`src/rtl/bcd_pkg.sv`:
```
// Shared types and elaboration helpers for the binary-to-BCD converter.
package bcd_pkg;

    // Converter control states
    typedef enum logic [1:0] {
        IDLE = 2'd0,
        CONV = 2'd1,
        DONE = 2'd2
    } state_e;

    // Smallest digit count whose decimal range covers every BIN_W-bit unsigned value
    function automatic int unsigned min_digits(input int unsigned bin_w);
        longint unsigned max_val;
        longint unsigned pow10;
        int unsigned     d;
        max_val = (64'd1 << bin_w) - 64'd1;
        pow10   = 64'd1;
        d       = 0;
        while (pow10 <= max_val) begin
            pow10 = pow10 * 64'd10;
            d     = d + 1;
        end
        return d;
    endfunction

endpackage

```
`src/rtl/bcd_add3_digit.sv`:
```
// Double-dabble correction cell: adds 3 to a BCD digit that is 5 or more,
// so the following left shift carries correctly into the next decimal digit.
module bcd_add3_digit (
    input  logic [3:0] d_in,
    output logic [3:0] d_out_c
);

    // Conditional +3 correction
    always_comb begin
        d_out_c = d_in;
        if (d_in >= 4'd5) begin
            d_out_c = d_in + 4'd3;
        end
    end

endmodule

```
`src/rtl/bcd_convert_param.sv`:
```
// Sequential binary-to-BCD converter (double dabble, one bit per clock).
// Optional build macro BCD_SIGNED_EN: treat bin_in as two's complement,
// convert its magnitude and report the sign on bcd_sign.
module bcd_convert_param
    import bcd_pkg::*;
#(
    parameter int unsigned BIN_W  = 12,
    parameter int unsigned DIGITS = 4
) (
    input  logic                  clk,
    input  logic                  rst_n,
    input  logic                  in_valid,
    output logic                  in_ready,
    input  logic [BIN_W-1:0]      bin_in,
    output logic                  out_valid,
    input  logic                  out_ready,
`ifdef BCD_SIGNED_EN
    output logic                  bcd_sign,
`endif
    output logic [4*DIGITS-1:0]   bcd_out
);

    localparam int unsigned BCD_W = 4 * DIGITS;
    localparam int unsigned CNT_W = $clog2(BIN_W + 1);

    // Parameter legality is enforced at elaboration
    generate
        if (BIN_W < 4 || BIN_W > 32) begin : g_bad_bin_w
            $error("bcd_convert_param: BIN_W must be in 4..32");
        end
        if (DIGITS < min_digits(BIN_W)) begin : g_bad_digits
            $error("bcd_convert_param: DIGITS too small for BIN_W");
        end
    endgenerate

    state_e              state_q, state_d;
    logic [BIN_W-1:0]    operand_q, operand_d;
    logic [BCD_W-1:0]    scratch_q, scratch_d;
    logic [CNT_W-1:0]    cnt_q, cnt_d;
    logic                in_ready_q, in_ready_d;
    logic                out_valid_q, out_valid_d;
    logic [BCD_W-1:0]    bcd_out_q, bcd_out_d;
    logic [BCD_W-1:0]    adj_c;
    logic [BIN_W-1:0]    capture_c;

    // Per-digit +3 correction on the current scratch
    for (genvar g = 0; g < DIGITS; g++) begin : g_digit
        bcd_add3_digit u_add3 (
            .d_in    (scratch_q[4*g +: 4]),
            .d_out_c (adj_c[4*g +: 4])
        );
    end

`ifdef BCD_SIGNED_EN
    logic sign_in_c;
    logic sign_q, sign_d;
    logic bcd_sign_q, bcd_sign_d;

    // Magnitude of the two's complement operand; the most negative value maps to 2^(BIN_W-1)
    always_comb begin
        sign_in_c = bin_in[BIN_W-1];
        capture_c = bin_in;
        if (sign_in_c) begin
            capture_c = BIN_W'((~bin_in) + BIN_W'(1));
        end
    end
`else
    // Unsigned operand is converted as-is
    always_comb begin
        capture_c = bin_in;
    end
`endif

    // Next-state, datapath and registered-output computation
    always_comb begin
        state_d   = state_q;
        operand_d = operand_q;
        scratch_d = scratch_q;
        cnt_d     = cnt_q;
`ifdef BCD_SIGNED_EN
        sign_d    = sign_q;
`endif
        case (state_q)
            IDLE: begin
                if (in_valid) begin
                    operand_d = capture_c;
                    scratch_d = '0;
                    cnt_d     = CNT_W'(BIN_W);
`ifdef BCD_SIGNED_EN
                    sign_d    = sign_in_c;
`endif
                    state_d   = CONV;
                end
            end
            CONV: begin
                scratch_d = (adj_c << 1) | BCD_W'(operand_q[BIN_W-1]);
                operand_d = operand_q << 1;
                cnt_d     = cnt_q - CNT_W'(1);
                if (cnt_q == CNT_W'(1)) begin
                    state_d = DONE;
                end
            end
            DONE: begin
                if (out_ready) begin
                    state_d = IDLE;
                end
            end
            default: begin
                state_d = IDLE;
            end
        endcase

        in_ready_d  = (state_d == IDLE);
        out_valid_d = (state_d == DONE);
        bcd_out_d   = (state_d == DONE) ? scratch_d : '0;
`ifdef BCD_SIGNED_EN
        bcd_sign_d  = (state_d == DONE) ? sign_d : 1'b0;
`endif
    end

    // State and output registers with synchronous active-low reset
    always_ff @(posedge clk) begin
        if (!rst_n) begin
            state_q     <= IDLE;
            operand_q   <= '0;
            scratch_q   <= '0;
            cnt_q       <= '0;
            in_ready_q  <= 1'b1;
            out_valid_q <= 1'b0;
            bcd_out_q   <= '0;
        end else begin
            state_q     <= state_d;
            operand_q   <= operand_d;
            scratch_q   <= scratch_d;
            cnt_q       <= cnt_d;
            in_ready_q  <= in_ready_d;
            out_valid_q <= out_valid_d;
            bcd_out_q   <= bcd_out_d;
        end
    end

`ifdef BCD_SIGNED_EN
    // Sign capture and registered sign output
    always_ff @(posedge clk) begin
        if (!rst_n) begin
            sign_q     <= 1'b0;
            bcd_sign_q <= 1'b0;
        end else begin
            sign_q     <= sign_d;
            bcd_sign_q <= bcd_sign_d;
        end
    end

    assign bcd_sign = bcd_sign_q;
`endif

    assign in_ready  = in_ready_q;
    assign out_valid = out_valid_q;
    assign bcd_out   = bcd_out_q;

endmodule

```
`config.mk`:
```
export PLATFORM = sky130hd
export DESIGN_NAME = bcd_convert_param
export DESIGN_NICKNAME = d
export VERILOG_FILES = /design/src/rtl/bcd_pkg.sv /design/src/rtl/bcd_add3_digit.sv /design/src/rtl/bcd_convert_param.sv
export SDC_FILE = /design/constraint.sdc
export NUM_CORES = 1
export LEC_CHECK = 0
export BUFFER_PORTS_ARGS = -buffer_cell sky130_fd_sc_hd__clkbuf_2
export CORE_ASPECT_RATIO = 0.5
export CORE_MARGIN = 4
export CORE_UTILIZATION = 46
export CTS_CLUSTER_DIAMETER = 150
export CTS_CLUSTER_SIZE = 14
export DETAILED_ROUTE_END_ITERATION = 10
export PLACE_DENSITY_LB_ADDON = 0.25
export SLEW_MARGIN = 20
export SYNTH_ARGS = -nofsm -noshare
export SYNTH_HDL_FRONTEND = slang
export SYNTH_SLANG_ARGS = --single-unit
```
`constraint.sdc`:
```
create_clock -name clk -period 1.8 [get_ports clk]
set_input_delay 0.09 -clock clk [delete_from_list [all_inputs] [get_ports clk]]
set_output_delay 0.09 -clock clk [all_outputs]
set_load 0.1 [all_outputs]
```
Yosys cells after proc, flatten, opt, wreduce, memory -nomap -nowiden. Index checks and enable logic that the tools add are counted.

Bitwise gates (word level): 1. Equal/unequal tests: 5. Muxes and demuxes: 14. Add/sub/neg operators: 5. Reduce and logical (&&, ||, !) cells: 5. Order comparisons: 4.

Operators by type and width (number): 16-bit case mux with 2 select lines (1); 12-bit case mux with 2 select lines (1); 4-bit by 3-bit >= comparator with 1-bit output (second input constant) (4); 16-bit two-way mux (1); 4-bit two-way mux (4); 16-bit by 1-bit bitwise OR with 16-bit output (1); 4-bit by 2-bit adder with 4-bit output (second input constant) (3); 12-bit two-way mux (1); 4-bit case mux with 2 select lines (1); 2-bit two-way mux (3); 2-bit case mux with 3 select lines (1); 2-bit equality test (second input constant) (2); 4-bit by 1-bit equality test with 1-bit output (second input constant) (1); 2-bit logical NOT (2); 2-bit AND reduction (2); 4-bit by 1-bit subtractor with 4-bit output (second input constant) (1); 3-bit by 2-bit adder with 3-bit output (second input constant) (1); 3-bit two-way mux (1); 2-bit by 1-bit equality test with 1-bit output (second input constant) (1); 2-bit != test (second input constant) (1); 2-bit nonzero test (1).

Register bits: 52. Input bits: 16. Output and inout bits: 18.

Logic depth before layout (Yosys ltp).
Word-level depth: 5. Mapped depth: 7.

Hierarchy. From an unflattened synthesis, not the netlist that was laid out.

Cells, all modules: 256. Area, all modules: 2392.3 µm².

By module, submodules not included: bcd_convert_param (cells an instance 192, times used 1, area an instance 1986.9 µm², sequential area each 1041.0 µm²); bcd_add3_digit (cells an instance 16, times used 4, area an instance 101.3 µm², sequential area each 0.0 µm²).

Least setup slack after synthesis. No wires, ideal clock.

Kind: register to register. From: register scratch_q[5]. To: register scratch_q[6]. Clock period less this slack: 1.439 ns. Stages on the path, launching flop included: 7. Arrival: 1.364 ns. Slack: 0.361 ns. Setup time: 0.076 ns. Path buffers: 0. Cell sequence: dfxtp_1 inv_1 ha_1 nand2b_1 a21o_1 a211o_1 a21boi_0.

Cells in the longest elaborated chain, start to end: 4. Elaborated cells on any way between the ends: 5. Those cells by class: add/sub: 1; order compare: 1; mux: 2; bitwise: 1.

Ends and longest elaborated chain: start: declaration (RTL line bcd_convert_param.sv:38) `logic [BCD_W-1:0] scratch_q, scratch_d;`; start signal: assignment (RTL line bcd_convert_param.sv:134) `scratch_q <= scratch_d;`; 4-bit by 2-bit adder with 4-bit output / 4-bit by 3-bit >= comparator with 1-bit output (equally long branches) (RTL line bcd_add3_digit.sv:12, bcd_add3_digit.sv:11); 4-bit two-way mux (*) (RTL line bcd_add3_digit.sv:11) `if (d_in >= 4'd5) begin`; 16-bit by 1-bit bitwise OR with 16-bit output (*) (RTL line bcd_convert_param.sv:96) `scratch_d = (adj_c << 1) | BCD_W'(operand_q[BIN_W-1]);`; 16-bit case mux with 2 select lines (*) (RTL line bcd_convert_param.sv:83) `case (state_q)`.

Mark *: on every way between the ends. The rest lies on a longest branch, timed or not. A chain may end at the register's enable or synchronous reset.

Final worst setup path. Same ends and word-level chain as after synthesis.

==> results.sh <==
export IMPL_ys_async_sr_fraction_pct=0
export IMPL_synth_largest_area_cell="dfxtp_1"
export IMPL_gr_total_overflow=0
export IMPL_setup_worst_path_start_class="flop"
export IMPL_cts_buffers=5
export IMPL_setup_tns_ns=0
export IMPL_synthDistinctLibCells=37
export IMPL_synth_ff_latch_count=52
export IMPL_first_pass_iters=4
export IMPL_grt_pass1_vias=1722
export IMPL_grtUsageMet1_pct=21.2
export IMPL_crit_fanout=5
export IMPL_status="finished clean"
export IMPL_clock_sinks=52
export IMPL_synthCells=250
export IMPL_postRouteAntennaNets=0
export IMPL_timing_final_crit_share_pct=88.3
export IMPL_coreArea_sq_um=4620
export IMPL_place_hpwl_mm=3.13
export IMPL_worstMarginPinSlew_ns=0.557
export IMPL_fp_dieW_um=108
export IMPL_clockBufferDepth=2
export IMPL_hp_class="primary input to flop"
export IMPL_post_cts_buffers=0
export IMPL_utilization_pct=57.0
export IMPL_fin_crit_ns=1.59
export IMPL_drc_errors=0
export IMPL_nNetsFinal=309
export IMPL_syn_area_sq_um=2310
export IMPL_ir_drop_v=0.000385
export IMPL_die_h_um=58.1
export IMPL_worstSetupPathType="flop to flop"
export IMPL_slew_viol_final=0
export IMPL_grt_max_degree=28
export IMPL_pin_count=34
export IMPL_clk_latency_ns=0.31
export IMPL_place_ws_ns=0.229
export IMPL_wl_per_cell_um=13.4
export IMPL_grt_use_met2_pct=24.4
export IMPL_endpoint_kind="flop"
export IMPL_diodes=0
export IMPL_rsz0062_at_grt="false"
export IMPL_grt_usage_pct=16.0
export IMPL_skew_ns=0.00406
export IMPL_p_per_area_nw_per_um2=818
export IMPL_vias_per_cell=5.19
export IMPL_rows=17
export IMPL_route_vias_total=1817
export IMPL_instances_no_fill=350
export IMPL_drive_gt1_share_pct=17.3
export IMPL_yosys_top_cells_area="dfxtp_1 (45%), ha_1 (5.4%), o211a_1 (5.2%)"
export IMPL_cts_max_level=2
export IMPL_cts_resized=0
export IMPL_cp_arrival_ns=1.83
export IMPL_cts_tree="done"
export IMPL_cts_root_buf="clkbuf_8"
export IMPL_required_ns=2.04
export IMPL_synth_top_cell_area_share_pct=45.0
export IMPL_leakagePower_nw=1.20
export IMPL_dpl_cell_count=342
export IMPL_layout_setup_ws_ns=0.211
export IMPL_seq_area_frac_synth_pct=45.0
export IMPL_clock_fmax_mhz=629
export IMPL_area_growth_pct=13.8
export IMPL_hold_viol=0
export IMPL_gp_congestion=0.763
export IMPL_synth_net_count=276
export IMPL_setup_viol=0
export IMPL_synth_edf_count=0
export IMPL_portBuffers=33
export IMPL_grt_first_pass_wirelength_mm=7.92
export IMPL_grt_antenna_before_repair=0
export IMPL_dieArea_sq_um=6290
export IMPL_cts_hold_buf=0
export IMPL_drt_iter0_markers=40
export IMPL_start_util_pct=50.1
export IMPL_grt_use_met3_pct=4.78
export IMPL_fill_cells=428
export IMPL_drt_wl_total_mm=4.68
export IMPL_synth_ff_type="dfxtp_1"
export IMPL_relSlewSlack_pct=62.8
export IMPL_ys_warn_count=0
export IMPL_globalRoute_busiestLayer="met2"
export IMPL_clk_pin_slew_ns=0.09
export IMPL_avgSynthCellArea_sq_um=9.24
export IMPL_drv_cap=0
cell usage after synthesis, types with 2 or more instances:
cell       count
buf_2          8
a21oi_1        6
a22o_1         4
o211a_1       12
o21ai_0        7
nor2_1        20
and2_1         8
a221oi_1       7
inv_1         12
nand3b_1       2
nor2b_1       17
o2bb2ai_1      4
a21o_1         4
xnor2_1        2
clkbuf_1       3
ha_1          10
a32o_1         3
nor3_1         2
nand2b_1       5
buf_4          2
dfxtp_1       52
a2111oi_0      7
nand2_1       29
nand3_1       11
worst max-delay path, stage by stage (launching register included):
cell	delay, ns
dfxtp_1	0.40
inv_1	0.08
ha_1	0.17
nand2b_1	0.18
a21o_1	0.22
a211o_1	0.31
a21boi_0	0.15
flip-flops by register name (all words and copies together) (netlist names):
signal / count
bcd_out: 16
cnt_q: 4
in_ready: 1
operand_q: 12
out_valid: 1
scratch_q: 16
state_q: 2
kinds of logic after synthesis:
| family | share of synthesized area [%] |
|---|---|
| compound gates | 21.7 |
| xor+xnor | 0.758 |
| fa+ha+maj | 5.41 |
| buf+inv | 4.82 |
| flops | 45.0 |
| simple gates | 22.3 |
metrics by stage:
stage | power, W | hold slack, ns | area [sq um]
6_report | 0.00215 | 0.0842 | 2630
5_1_grt | 0.00225 | 0.0996 | 2630
2_1_floorplan | 0.00142 | 0.218 | 2310
3_3_place_gp | 0.00148 | 0.412 | 2540
4_1_cts | 0.00216 | 0.0811 | 2630
3_5_place_dp | 0.00149 | 0.409 | 2540
power by group:
group / total, W / internal (W) / switching, W
clock: 0.000688 / 0.000315 / 0.000374
sequential: 0.00122 / 0.00119 / 0.0000266
combinational: 0.000244 / 0.0000936 / 0.000150
layout make-up:
type / count / area [sq um] / area share (%)
clock buffer: 8 / 90.1 / 3.43
inverter: 12 / 45.0 / 1.71
multi-input combinational: 173 / 1160 / 44.1
sequential: 52 / 1040 / 39.6
tap: 66 / 82.6 / 3.14
timing repair buffer: 39 / 210 / 8.00
layer usage:
layer	share of wire, %	vias to the layer above
met2	42	42
met3	4.9	8
met4	1.3	0
met1	52	826
met5	0	-
li1	-	941
final timing paths:
path	slack (ns)	end	from	cells past startpoint
hold / removal	0.08	in_ready	out_ready	3
setup / recovery	0.21	scratch_q[6]	scratch_q[5]	6
setup reg to reg	0.21	scratch_q[6]	scratch_q[5]	6
hold reg to reg	0.51	operand_q[3]	operand_q[3]	1
cell usage in the layout (no fill, tap or decap), drive strengths merged, types with 7 or more instances in the layout:
cell type  synthesis  final
nand3             11     11
ha                10     10
and2               8      8
a2111oi            7      7
o21ai              7      7
nand2             29     29
inv               12     12
o211a             12     12
nor2b             17     17
dfxtp             52     52
clkbuf             3     41
a221oi             7      7
nor2              21     21
Power figures use the tool's default switching activity.
